$ cat config.mk
export PLATFORM = sky130hd
export DESIGN_NAME = gnn_frame_loader_flat
export DESIGN_NICKNAME = d
export VERILOG_FILES = /design/src/rtl/gnn_frame_loader_if.sv /design/src/rtl/gnn_frame_loader.sv /design/src/flat_wrapper.sv
export SDC_FILE = /design/constraint.sdc
export NUM_CORES = 1
export LEC_CHECK = 0
export CAP_MARGIN = 15
export CORE_MARGIN = 4
export CORE_UTILIZATION = 30
export DETAILED_ROUTE_END_ITERATION = 7
export PLACE_DENSITY = 0.56
export SLEW_MARGIN = 30
export SYNTH_ARGS = -nofsm -noshare
export SYNTH_HDL_FRONTEND = slang
export SYNTH_SLANG_ARGS = --single-unit
$ cat constraint.sdc
create_clock -name clk -period 2.85 [get_ports clk]
set_input_delay 0.4275 -clock clk [delete_from_list [all_inputs] [get_ports clk]]
set_output_delay 0.4275 -clock clk [all_outputs]
set_load 0.1 [all_outputs]
$ cat src/rtl/gnn_frame_loader_if.sv
// Stream input, gnn_top operand buses and completion flags of gnn_frame_loader.
// master: the loader itself; slave: the stream source / engine side.
interface gnn_frame_loader_if;
  logic              s_valid;
  logic signed [4:0] s_data;
  logic              s_last;
  logic              s_ready;

  logic signed [4:0] x0_node0, x1_node0, x2_node0, x3_node0;
  logic signed [4:0] x0_node1, x1_node1, x2_node1, x3_node1;
  logic signed [4:0] x0_node2, x1_node2, x2_node2, x3_node2;
  logic signed [4:0] x0_node3, x1_node3, x2_node3, x3_node3;
  logic signed [4:0] w04, w14, w24, w34, w05, w15, w25, w35;
  logic signed [4:0] w06, w16, w26, w36, w07, w17, w27, w37;
  logic signed [4:0] w48, w58, w68, w78, w49, w59, w69, w79;

  logic in_ready;
  logic out10_ready_node0, out10_ready_node1, out10_ready_node2, out10_ready_node3;
  logic out11_ready_node0, out11_ready_node1, out11_ready_node2, out11_ready_node3;
  logic frame_done, frame_err, timeout_err;

  modport master (
    input  s_valid, s_data, s_last,
    input  out10_ready_node0, out10_ready_node1, out10_ready_node2, out10_ready_node3,
    input  out11_ready_node0, out11_ready_node1, out11_ready_node2, out11_ready_node3,
    output s_ready, in_ready, frame_done, frame_err, timeout_err,
    output x0_node0, x1_node0, x2_node0, x3_node0, x0_node1, x1_node1, x2_node1, x3_node1,
    output x0_node2, x1_node2, x2_node2, x3_node2, x0_node3, x1_node3, x2_node3, x3_node3,
    output w04, w14, w24, w34, w05, w15, w25, w35, w06, w16, w26, w36, w07, w17, w27, w37,
    output w48, w58, w68, w78, w49, w59, w69, w79
  );

  modport slave (
    output s_valid, s_data, s_last,
    output out10_ready_node0, out10_ready_node1, out10_ready_node2, out10_ready_node3,
    output out11_ready_node0, out11_ready_node1, out11_ready_node2, out11_ready_node3,
    input  s_ready, in_ready, frame_done, frame_err, timeout_err,
    input  x0_node0, x1_node0, x2_node0, x3_node0, x0_node1, x1_node1, x2_node1, x3_node1,
    input  x0_node2, x1_node2, x2_node2, x3_node2, x0_node3, x1_node3, x2_node3, x3_node3,
    input  w04, w14, w24, w34, w05, w15, w25, w35, w06, w16, w26, w36, w07, w17, w27, w37,
    input  w48, w58, w68, w78, w49, w59, w69, w79
  );
endinterface

$ cat src/rtl/gnn_frame_loader.sv
// Serial-to-parallel frame loader for gnn_top: LOAD -> RUN -> GAP sequencing.
// Optional shadow bank for loading the next frame during RUN/GAP: GNN_LOADER_DBUF_EN.
module gnn_frame_loader #(
  parameter int unsigned GAP_CYCLES = 4,
  parameter int unsigned TIMEOUT    = 64
) (
  input logic                clk,
  input logic                rst,
  gnn_frame_loader_if.master bus
);
  localparam int unsigned NumWords = 40;
  localparam logic [7:0]  RunLast  = 8'(TIMEOUT - 1);
  localparam logic [3:0]  GapLast  = 4'(GAP_CYCLES - 1);

  typedef enum logic [1:0] {StLoad, StRun, StGap} state_e;

  state_e            state_q, state_d;
  logic [5:0]        k_q, k_d;
  logic [7:0]        run_cnt_q, run_cnt_d;
  logic [3:0]        gap_cnt_q, gap_cnt_d;
  logic signed [4:0] live_q [NumWords];
  logic signed [4:0] live_d [NumWords];
  logic              frame_done_q, frame_done_d;
  logic              frame_err_q, frame_err_d;
  logic              timeout_err_q, timeout_err_d;
`ifdef GNN_LOADER_DBUF_EN
  logic signed [4:0] shadow_q [NumWords];
  logic signed [4:0] shadow_d [NumWords];
  logic              shadow_full_q, shadow_full_d;
`endif

  logic s_ready, accept, last_word, misalign, all_done;

  always_comb begin
    s_ready = 1'b0;
    if (!rst) begin
`ifdef GNN_LOADER_DBUF_EN
      s_ready = (state_q == StLoad) || !shadow_full_q;
`else
      s_ready = (state_q == StLoad);
`endif
    end
  end

  assign accept    = bus.s_valid & s_ready;
  assign last_word = (k_q == 6'(NumWords - 1));
  assign misalign  = accept & (bus.s_last != last_word);
  assign all_done  = bus.out10_ready_node0 & bus.out10_ready_node1 & bus.out10_ready_node2 &
                     bus.out10_ready_node3 & bus.out11_ready_node0 & bus.out11_ready_node1 &
                     bus.out11_ready_node2 & bus.out11_ready_node3;

  always_comb begin
    state_d       = state_q;
    k_d           = k_q;
    run_cnt_d     = run_cnt_q;
    gap_cnt_d     = gap_cnt_q;
    live_d        = live_q;
    frame_done_d  = 1'b0;
    frame_err_d   = 1'b0;
    timeout_err_d = timeout_err_q;
`ifdef GNN_LOADER_DBUF_EN
    shadow_d      = shadow_q;
    shadow_full_d = shadow_full_q;
`endif

    if (accept) begin
      if (misalign) begin
        frame_err_d = 1'b1;
        k_d         = '0;
      end else begin
`ifdef GNN_LOADER_DBUF_EN
        if (state_q == StLoad) begin
          live_d[k_q] = bus.s_data;
        end else begin
          shadow_d[k_q] = bus.s_data;
          if (last_word) shadow_full_d = 1'b1;
        end
`else
        live_d[k_q] = bus.s_data;
`endif
        k_d = last_word ? 6'd0 : k_q + 6'd1;
      end
    end

    unique case (state_q)
      StLoad: begin
        if (accept && !misalign && last_word) begin
          state_d   = StRun;
          run_cnt_d = '0;
        end
      end
      StRun: begin
        run_cnt_d = run_cnt_q + 8'd1;
        // Completion takes priority over a coincident timeout.
        if (all_done) begin
          frame_done_d = 1'b1;
          state_d      = StGap;
          gap_cnt_d    = '0;
        end else if (run_cnt_q == RunLast) begin
          timeout_err_d = 1'b1;
          state_d       = StGap;
          gap_cnt_d     = '0;
        end
      end
      StGap: begin
        gap_cnt_d = gap_cnt_q + 4'd1;
        if (gap_cnt_q == GapLast) begin
`ifdef GNN_LOADER_DBUF_EN
          if (shadow_full_d) begin
            live_d        = shadow_d;
            shadow_full_d = 1'b0;
            state_d       = StRun;
            run_cnt_d     = '0;
            k_d           = '0;
          end else begin
            // Carry the words of a partial shadow frame over so LOAD can finish it in place.
            for (int i = 0; i < int'(NumWords); i++) begin
              if (i < int'(k_d)) live_d[i] = shadow_d[i];
            end
            state_d = StLoad;
          end
`else
          state_d = StLoad;
          k_d     = '0;
`endif
        end
      end
      default: state_d = StLoad;
    endcase
  end

  always_ff @(posedge clk) begin
    if (rst) begin
      state_q       <= StLoad;
      k_q           <= '0;
      run_cnt_q     <= '0;
      gap_cnt_q     <= '0;
      live_q        <= '{default: '0};
      frame_done_q  <= 1'b0;
      frame_err_q   <= 1'b0;
      timeout_err_q <= 1'b0;
`ifdef GNN_LOADER_DBUF_EN
      shadow_q      <= '{default: '0};
      shadow_full_q <= 1'b0;
`endif
    end else begin
      state_q       <= state_d;
      k_q           <= k_d;
      run_cnt_q     <= run_cnt_d;
      gap_cnt_q     <= gap_cnt_d;
      live_q        <= live_d;
      frame_done_q  <= frame_done_d;
      frame_err_q   <= frame_err_d;
      timeout_err_q <= timeout_err_d;
`ifdef GNN_LOADER_DBUF_EN
      shadow_q      <= shadow_d;
      shadow_full_q <= shadow_full_d;
`endif
    end
  end

  assign bus.s_ready     = s_ready;
  assign bus.in_ready    = (state_q == StRun);
  assign bus.frame_done  = frame_done_q;
  assign bus.frame_err   = frame_err_q;
  assign bus.timeout_err = timeout_err_q;

  assign bus.x0_node0 = live_q[0];   assign bus.x1_node0 = live_q[1];
  assign bus.x2_node0 = live_q[2];   assign bus.x3_node0 = live_q[3];
  assign bus.x0_node1 = live_q[4];   assign bus.x1_node1 = live_q[5];
  assign bus.x2_node1 = live_q[6];   assign bus.x3_node1 = live_q[7];
  assign bus.x0_node2 = live_q[8];   assign bus.x1_node2 = live_q[9];
  assign bus.x2_node2 = live_q[10];  assign bus.x3_node2 = live_q[11];
  assign bus.x0_node3 = live_q[12];  assign bus.x1_node3 = live_q[13];
  assign bus.x2_node3 = live_q[14];  assign bus.x3_node3 = live_q[15];
  assign bus.w04      = live_q[16];  assign bus.w14      = live_q[17];
  assign bus.w24      = live_q[18];  assign bus.w34      = live_q[19];
  assign bus.w05      = live_q[20];  assign bus.w15      = live_q[21];
  assign bus.w25      = live_q[22];  assign bus.w35      = live_q[23];
  assign bus.w06      = live_q[24];  assign bus.w16      = live_q[25];
  assign bus.w26      = live_q[26];  assign bus.w36      = live_q[27];
  assign bus.w07      = live_q[28];  assign bus.w17      = live_q[29];
  assign bus.w27      = live_q[30];  assign bus.w37      = live_q[31];
  assign bus.w48      = live_q[32];  assign bus.w58      = live_q[33];
  assign bus.w68      = live_q[34];  assign bus.w78      = live_q[35];
  assign bus.w49      = live_q[36];  assign bus.w59      = live_q[37];
  assign bus.w69      = live_q[38];  assign bus.w79      = live_q[39];
endmodule
$ cat src/flat_wrapper.sv
// flat-port wrapper written by rule: the top's interface ports become plain ports
module gnn_frame_loader_flat 
#(
  parameter int unsigned GAP_CYCLES = 4,
  parameter int unsigned TIMEOUT    = 64
)
  (clk, rst, bus_s_valid, bus_s_data, bus_s_last, bus_out10_ready_node0, bus_out10_ready_node1, bus_out10_ready_node2, bus_out10_ready_node3, bus_out11_ready_node0, bus_out11_ready_node1, bus_out11_ready_node2, bus_out11_ready_node3, bus_s_ready, bus_in_ready, bus_frame_done, bus_frame_err, bus_timeout_err, bus_x0_node0, bus_x1_node0, bus_x2_node0, bus_x3_node0, bus_x0_node1, bus_x1_node1, bus_x2_node1, bus_x3_node1, bus_x0_node2, bus_x1_node2, bus_x2_node2, bus_x3_node2, bus_x0_node3, bus_x1_node3, bus_x2_node3, bus_x3_node3, bus_w04, bus_w14, bus_w24, bus_w34, bus_w05, bus_w15, bus_w25, bus_w35, bus_w06, bus_w16, bus_w26, bus_w36, bus_w07, bus_w17, bus_w27, bus_w37, bus_w48, bus_w58, bus_w68, bus_w78, bus_w49, bus_w59, bus_w69, bus_w79);
  gnn_frame_loader_if bus_i ();
  input logic clk;
  input logic rst;
  input wire logic [$bits(bus_i.s_valid)-1:0] bus_s_valid;
  input wire logic [$bits(bus_i.s_data)-1:0] bus_s_data;
  input wire logic [$bits(bus_i.s_last)-1:0] bus_s_last;
  input wire logic [$bits(bus_i.out10_ready_node0)-1:0] bus_out10_ready_node0;
  input wire logic [$bits(bus_i.out10_ready_node1)-1:0] bus_out10_ready_node1;
  input wire logic [$bits(bus_i.out10_ready_node2)-1:0] bus_out10_ready_node2;
  input wire logic [$bits(bus_i.out10_ready_node3)-1:0] bus_out10_ready_node3;
  input wire logic [$bits(bus_i.out11_ready_node0)-1:0] bus_out11_ready_node0;
  input wire logic [$bits(bus_i.out11_ready_node1)-1:0] bus_out11_ready_node1;
  input wire logic [$bits(bus_i.out11_ready_node2)-1:0] bus_out11_ready_node2;
  input wire logic [$bits(bus_i.out11_ready_node3)-1:0] bus_out11_ready_node3;
  output wire logic [$bits(bus_i.s_ready)-1:0] bus_s_ready;
  output wire logic [$bits(bus_i.in_ready)-1:0] bus_in_ready;
  output wire logic [$bits(bus_i.frame_done)-1:0] bus_frame_done;
  output wire logic [$bits(bus_i.frame_err)-1:0] bus_frame_err;
  output wire logic [$bits(bus_i.timeout_err)-1:0] bus_timeout_err;
  output wire logic [$bits(bus_i.x0_node0)-1:0] bus_x0_node0;
  output wire logic [$bits(bus_i.x1_node0)-1:0] bus_x1_node0;
  output wire logic [$bits(bus_i.x2_node0)-1:0] bus_x2_node0;
  output wire logic [$bits(bus_i.x3_node0)-1:0] bus_x3_node0;
  output wire logic [$bits(bus_i.x0_node1)-1:0] bus_x0_node1;
  output wire logic [$bits(bus_i.x1_node1)-1:0] bus_x1_node1;
  output wire logic [$bits(bus_i.x2_node1)-1:0] bus_x2_node1;
  output wire logic [$bits(bus_i.x3_node1)-1:0] bus_x3_node1;
  output wire logic [$bits(bus_i.x0_node2)-1:0] bus_x0_node2;
  output wire logic [$bits(bus_i.x1_node2)-1:0] bus_x1_node2;
  output wire logic [$bits(bus_i.x2_node2)-1:0] bus_x2_node2;
  output wire logic [$bits(bus_i.x3_node2)-1:0] bus_x3_node2;
  output wire logic [$bits(bus_i.x0_node3)-1:0] bus_x0_node3;
  output wire logic [$bits(bus_i.x1_node3)-1:0] bus_x1_node3;
  output wire logic [$bits(bus_i.x2_node3)-1:0] bus_x2_node3;
  output wire logic [$bits(bus_i.x3_node3)-1:0] bus_x3_node3;
  output wire logic [$bits(bus_i.w04)-1:0] bus_w04;
  output wire logic [$bits(bus_i.w14)-1:0] bus_w14;
  output wire logic [$bits(bus_i.w24)-1:0] bus_w24;
  output wire logic [$bits(bus_i.w34)-1:0] bus_w34;
  output wire logic [$bits(bus_i.w05)-1:0] bus_w05;
  output wire logic [$bits(bus_i.w15)-1:0] bus_w15;
  output wire logic [$bits(bus_i.w25)-1:0] bus_w25;
  output wire logic [$bits(bus_i.w35)-1:0] bus_w35;
  output wire logic [$bits(bus_i.w06)-1:0] bus_w06;
  output wire logic [$bits(bus_i.w16)-1:0] bus_w16;
  output wire logic [$bits(bus_i.w26)-1:0] bus_w26;
  output wire logic [$bits(bus_i.w36)-1:0] bus_w36;
  output wire logic [$bits(bus_i.w07)-1:0] bus_w07;
  output wire logic [$bits(bus_i.w17)-1:0] bus_w17;
  output wire logic [$bits(bus_i.w27)-1:0] bus_w27;
  output wire logic [$bits(bus_i.w37)-1:0] bus_w37;
  output wire logic [$bits(bus_i.w48)-1:0] bus_w48;
  output wire logic [$bits(bus_i.w58)-1:0] bus_w58;
  output wire logic [$bits(bus_i.w68)-1:0] bus_w68;
  output wire logic [$bits(bus_i.w78)-1:0] bus_w78;
  output wire logic [$bits(bus_i.w49)-1:0] bus_w49;
  output wire logic [$bits(bus_i.w59)-1:0] bus_w59;
  output wire logic [$bits(bus_i.w69)-1:0] bus_w69;
  output wire logic [$bits(bus_i.w79)-1:0] bus_w79;
  assign bus_i.s_valid = bus_s_valid;
  assign bus_i.s_data = bus_s_data;
  assign bus_i.s_last = bus_s_last;
  assign bus_i.out10_ready_node0 = bus_out10_ready_node0;
  assign bus_i.out10_ready_node1 = bus_out10_ready_node1;
  assign bus_i.out10_ready_node2 = bus_out10_ready_node2;
  assign bus_i.out10_ready_node3 = bus_out10_ready_node3;
  assign bus_i.out11_ready_node0 = bus_out11_ready_node0;
  assign bus_i.out11_ready_node1 = bus_out11_ready_node1;
  assign bus_i.out11_ready_node2 = bus_out11_ready_node2;
  assign bus_i.out11_ready_node3 = bus_out11_ready_node3;
  assign bus_s_ready = bus_i.s_ready;
  assign bus_in_ready = bus_i.in_ready;
  assign bus_frame_done = bus_i.frame_done;
  assign bus_frame_err = bus_i.frame_err;
  assign bus_timeout_err = bus_i.timeout_err;
  assign bus_x0_node0 = bus_i.x0_node0;
  assign bus_x1_node0 = bus_i.x1_node0;
  assign bus_x2_node0 = bus_i.x2_node0;
  assign bus_x3_node0 = bus_i.x3_node0;
  assign bus_x0_node1 = bus_i.x0_node1;
  assign bus_x1_node1 = bus_i.x1_node1;
  assign bus_x2_node1 = bus_i.x2_node1;
  assign bus_x3_node1 = bus_i.x3_node1;
  assign bus_x0_node2 = bus_i.x0_node2;
  assign bus_x1_node2 = bus_i.x1_node2;
  assign bus_x2_node2 = bus_i.x2_node2;
  assign bus_x3_node2 = bus_i.x3_node2;
  assign bus_x0_node3 = bus_i.x0_node3;
  assign bus_x1_node3 = bus_i.x1_node3;
  assign bus_x2_node3 = bus_i.x2_node3;
  assign bus_x3_node3 = bus_i.x3_node3;
  assign bus_w04 = bus_i.w04;
  assign bus_w14 = bus_i.w14;
  assign bus_w24 = bus_i.w24;
  assign bus_w34 = bus_i.w34;
  assign bus_w05 = bus_i.w05;
  assign bus_w15 = bus_i.w15;
  assign bus_w25 = bus_i.w25;
  assign bus_w35 = bus_i.w35;
  assign bus_w06 = bus_i.w06;
  assign bus_w16 = bus_i.w16;
  assign bus_w26 = bus_i.w26;
  assign bus_w36 = bus_i.w36;
  assign bus_w07 = bus_i.w07;
  assign bus_w17 = bus_i.w17;
  assign bus_w27 = bus_i.w27;
  assign bus_w37 = bus_i.w37;
  assign bus_w48 = bus_i.w48;
  assign bus_w58 = bus_i.w58;
  assign bus_w68 = bus_i.w68;
  assign bus_w78 = bus_i.w78;
  assign bus_w49 = bus_i.w49;
  assign bus_w59 = bus_i.w59;
  assign bus_w69 = bus_i.w69;
  assign bus_w79 = bus_i.w79;
  gnn_frame_loader #(.GAP_CYCLES(GAP_CYCLES), .TIMEOUT(TIMEOUT)) u_core (.clk(clk), .rst(rst), .bus(bus_i));
endmodule
# --- Yosys cells after proc, flatten, opt, wreduce, memory -nomap -nowiden ---
# Cells that the tools add are included.
op_classes:
  n_addsub: 3
  bitwise_logic: 14
  order_cmp: 2
  muxes: 21
  n_eq_ne: 9
  reduce_logical: 14
op_table:
  columns: ["op", "count"]
  rows:
  - ["bitwise mux 200 bit", 1]
  - ["demux 5 bit (select 6 bit)", 1]
  - ["two-way mux 6 bit", 5]
  - ["one-hot mux 8 bit (2 select lines)", 1]
  - ["AND 1 bit", 9]
  - ["adder 8 x 1 -> 8 bit, second input constant", 1]
  - ["== test 8 x 6 -> 1 bit, second input constant", 1]
  - ["two-way mux 2 bit", 4]
  - ["two-way mux 4 bit", 2]
  - ["two-way mux 8 bit", 1]
  - ["one-hot mux 4 bit (2 select lines)", 1]
  - [">= comparator 7 bit, second input constant", 1]
  - ["less-than comparator 7 x 1 -> 1 bit, second input constant", 1]
  - ["NOT 6 -> 7 bit", 1]
  - ["adder 6 x 1 -> 6 bit, second input constant", 1]
  - ["== test 6 bit, second input constant", 1]
  - ["one-hot mux 2 bit (3 select lines)", 1]
  - ["AND reduction 2 bit", 3]
  - ["AND reduction 3 bit", 2]
  - ["two-way mux 5 bit", 1]
  - ["adder 4 x 1 -> 4 bit, second input constant", 1]
  - ["== test 4 x 2 -> 1 bit, second input constant", 1]
  - ["NOT 1 bit", 4]
  - ["nonzero test 2 bit", 2]
  - ["11 further kinds", 16]
totals:
  wordCells: 110
  in_bits: 17
  output_inout_bits: 205
  regBits: 223

# --- Depth between registers and ports, before layout ---
depth:
  ltp_word: 9
  depth_mapped: 7
  depth_no_buf: 5

# --- Worst setup path after synthesis ---
# Ideal clock, no wire load.
synth_path:
  path_type: "input -> output"
  start: "input rst"
  end: "output bus_s_ready"
  setup_slack_ns: -0.728
  t_arrival_ns: 3.151
  path_buffers: 4
  stages: 5
  required_ns: 2.423
  cell_sequence: "buf_6 -> clkbuf_1 -> clkbuf_1 -> clkbuf_1 -> nor3_1"
synth_via:
  elab_chain_len: 1
synth_rtl:
  columns: ["item", "line", "source"]
  rows:
  - ["start, declared", "flat_wrapper.sv:10", "input logic rst;"]
  - ["two-way mux 1 bit", "gnn_frame_loader.sv:36", "if (!rst) begin"]
  - ["end, declared", "flat_wrapper.sv:22", "output wire logic [$bits(bus_i.s_ready)-1:0] bus_s_ready;"]
# No other way between the ends.

# --- Worst setup path in the final report ---
layout_path:
  start: "register u_core.state_q[1]"
  end: "output bus_in_ready"
layout_via:
  elab_chain_len: 1
layout_rtl:
  columns: ["item", "line", "source"]
  rows:
  - ["start, declared", "gnn_frame_loader.sv:17", "state_e state_q, state_d;"]
  - ["start signal, assigned", "gnn_frame_loader.sv:134", "state_q <= StLoad;"]
  - ["start signal, assigned", "gnn_frame_loader.sv:147", "state_q <= state_d;"]
  - ["== test 2 x 1 -> 1 bit", "gnn_frame_loader.sv:163", "assign bus.in_ready = (state_q == StRun);"]
  - ["end, declared", "flat_wrapper.sv:23", "output wire logic [$bits(bus_i.in_ready)-1:0] bus_in_ready;"]
# No other way between the ends.

==> results.json <==
{
  "die_w_um": 180,
  "r2r-start": "u_core.k_q[5]$_SDFF_PP0_",
  "largest_reg_flops": 8,
  "dr.pass1.iters": 5,
  "clk_root_buffer_cell": "clkbuf_16",
  "reg2reg_depth": 4,
  "yosysTopAreaCell": "dfxtp_1",
  "syn-num-nets": 887,
  "die_y_um": 180,
  "cts_tree": "done",
  "synth-seq-cells": 223,
  "numCtsBuffers": 26,
  "critPathCaptureType": "primary output",
  "grt_setup_unrepaired": "false",
  "syn2layout_area_growth_pct": 33.6,
  "crit_required_ns": 2.42,
  "via_per_inst": 4.68,
  "vias": 6895,
  "final.period_utilization_pct": 84.5,
  "routedWlPerCell_um": 17.7,
  "drt_iter0_drc": 276,
  "core_area_um2": 28900,
  "reg_top3": "u_core.run_cnt_q (8), u_core.k_q (6)",
  "power_mw": 6.89,
  "finalCriticalPeriod_ns": 2.41,
  "final.setup_skew_ns": 0.00767,
  "antenna_found_initial": 0,
  "clock.fmax_mhz": 415,
  "dr_wl_met2_mm": 11.9,
  "start_kind": "register",
  "drtAntennaViolNets": 0,
  "syn_area_um2": 8880,
  "post_cts_buffers": 0,
  "synth.avg_cell_area_um2": 10.2,
  "numPortBuffers": 221,
  "largest_register": "u_core.run_cnt_q",
  "grt_usage_pct": 15.5,
  "hold_viol_final": 0,
  "grt_max_degree": 80,
  "reg2reg_to": "u_core.bus.w69[3]$_SDFFE_PP0P_",
  "gp_congestion": 0.729,
  "crit_path_max_fanout": 10,
  "setup_tns_ns": 0,
  "worst_pin_slew_ns": 0.720,
  "routed.top_layer": "met4",
  "synth_cells": 867,
  "nets": 1089,
  "holdPathStages": 2,
  "wl_met1_mm": 11.5,
  "layout-drive-gt1-share_pct": 28.5,
  "start_util_pct": 30.7,
  "synth_area_leaders": "dfxtp_1, mux2i_1, nand3b_1, nor2_1, nor4_4",
  "ys_seq_area_share_pct": 50.3,
  "fp.dieArea_um2": 32400,
  "ios": 222,
  "path_class": "reg2out",
  "power.density_nw_per_um2": 580,
  "cts_buffer_depth": 3,
  "arrival_ns": 1.98,
  "synth_top_flop_cell": "dfxtp_1",
  "wirelength_mm": 26.0,
  "postCtsHoldBufs": 0,
  "leakagePower_nw": 4.72,
  "finalSetupViolCount": 0,
  "status": "finished clean",
  "slew_headroom_pct": 52.0,
  "min_from": "rst",
  "met3_length_mm": 2.02,
  "grt_overflow": 0,
  "clk_pin_slew_worst_paths_ns": 0.06,
  "clk_latency_ns": 0.52,
  "drc": 0,
  "synth.top_cell.area_share_pct": 50.3,
  "slew_viol_final": 0,
  "hp-class": "in2reg",
  "ys_warn_count": 0,
  "cts_max_level": 1,
  "grt_pass1_vias": 6940,
  "diodes": 0,
  "clkSinkCount": 223,
  "max_cap_viol_count": 0,
  "hold_path_end": "u_core.bus.x0_node0[4]$_SDFFE_PP0P_",
  "cts_resized": 0,
  "rrSetupSlack_ns": 0.56,
  "ys_async_sr_fraction_pct": 0,
  "grt_pass1_wl_mm": 41.5,
  "synth_edf_count": 0,
  "ir_worst_vdd_mv": 0.390,
  "netlist-cell-type-count": 50,
  "num_rows": 62,
  "place_hpwl_mm": 17.4
}
-- power breakdown --
group	internal [mW]	switching, mW
clock network	2.13	1.34
registers	3.12	0.00570
logic	0.0864	0.201
total	5.34	1.55
-- stage by stage --
stage                     util [%]  hold WS [ns]  cell area (µm²)  worst slack [ns]  std cells
after floorplan                  -         0.452             8890             0.127        867
after global placement        37.9         0.460            11000             0.236       1425
after detailed placement      37.9         0.469            11000             0.197       1425
after CTS                     41.0         0.256            11900             0.386       1473
after global routing          41.0         0.270            11900             0.254       1473
final                         41.0         0.276            11900             0.441       1473
-- cell usage in the layout (no fill, tap or decap), types with 2 or more instances in the layout --
cell	count
xor2_1	3
nand4_1	21
clkinv_2	3
nor3_1	13
clkdlybuf4s50_1	15
or4_1	4
nor4b_1	3
nand3b_1	60
clkinvlp_4	6
ha_1	3
bufinv_16	3
nand2b_1	48
xnor2_1	4
nor3_2	2
clkbuf_16	27
dfxtp_1	222
or4b_2	2
nand2_1	16
clkbuf_1	4
or2_2	4
nand3_1	4
nor3_4	3
o21ai_0	67
nor4_4	16
nor2_1	115
mux2i_1	141
nor4_1	2
clkbuf_8	5
buf_4	231
nor2b_1	3
a21oi_1	12
a31oi_1	3
-- worst max path at each step --
stage                                                end                           start  slack, ns  depth (start not counted)
after global placement    u_core.bus.w26[4]$_SDFFE_PP0P_                      bus_s_last       0.24                          5
after detailed placement  u_core.bus.w26[4]$_SDFFE_PP0P_                      bus_s_last       0.20                          5
after floorplan                              bus_s_ready                             rst       0.13                          5
final                                       bus_in_ready  u_core.state_q[1]$_SDFFE_PP0P_       0.44                          3
after CTS                                   bus_in_ready  u_core.state_q[1]$_SDFFE_PP0P_       0.39                          3
after global routing                        bus_in_ready  u_core.state_q[1]$_SDFFE_PP0P_       0.25                          3
-- worst max-delay path, cell delays in order (launching register included) --
cell	delay, ns
dfxtp_1	0.40
nand2b_1	0.35
clkinv_1	0.36
buf_4	0.34
-- synth_stat cells (all sizes together) (3+ instances only) --
cell and number:
or4b 3, or4 4, nand2b 48, xor2 3, dfxtp 223, nand4 21, a21oi 13, nor4b 4
nand2 16, nor2b 3, ha 3, mux2i 141, nor4 18, xnor2 4, nor2 115, buf 15
or2 4, clkbuf 59, nand3b 60, o21ai 67, nor3 18, a31oi 3, nand3 4
-- final cells by class --
cell class / count / area [µm²]
clock buffers: 36 / 759
clock inverters: 12 / 150
fillers: 2854 / 17100
inverters: 2 / 7.51
multi-input cells: 568 / 4090
flip-flops and latches: 223 / 4470
well taps: 384 / 480
repair buffers: 248 / 1920
-- cell families after synthesis --
logic type	after synthesis	synth area share [%]
adders and majority gates	3	0.423
muxes	141	15.9
AOI/OAI and AO/OA	91	5.47
buffers and inverters	76	3.80
and+or+nand+nor	326	23.5
xor gates and xnor gates	7	0.690
DFF	223	50.3
-- per-layer routing --
| layer | track usage, % | vias to the layer above |
|---|---|---|
| met4 | 3.30 | 0 |
| met5 | 0 | - |
| met1 | 20.4 | 3234 |
| met2 | 25.1 | 205 |
| met3 | 5.05 | 42 |
| li1 | - | 3414 |
(Power assumes the default switching activity.)
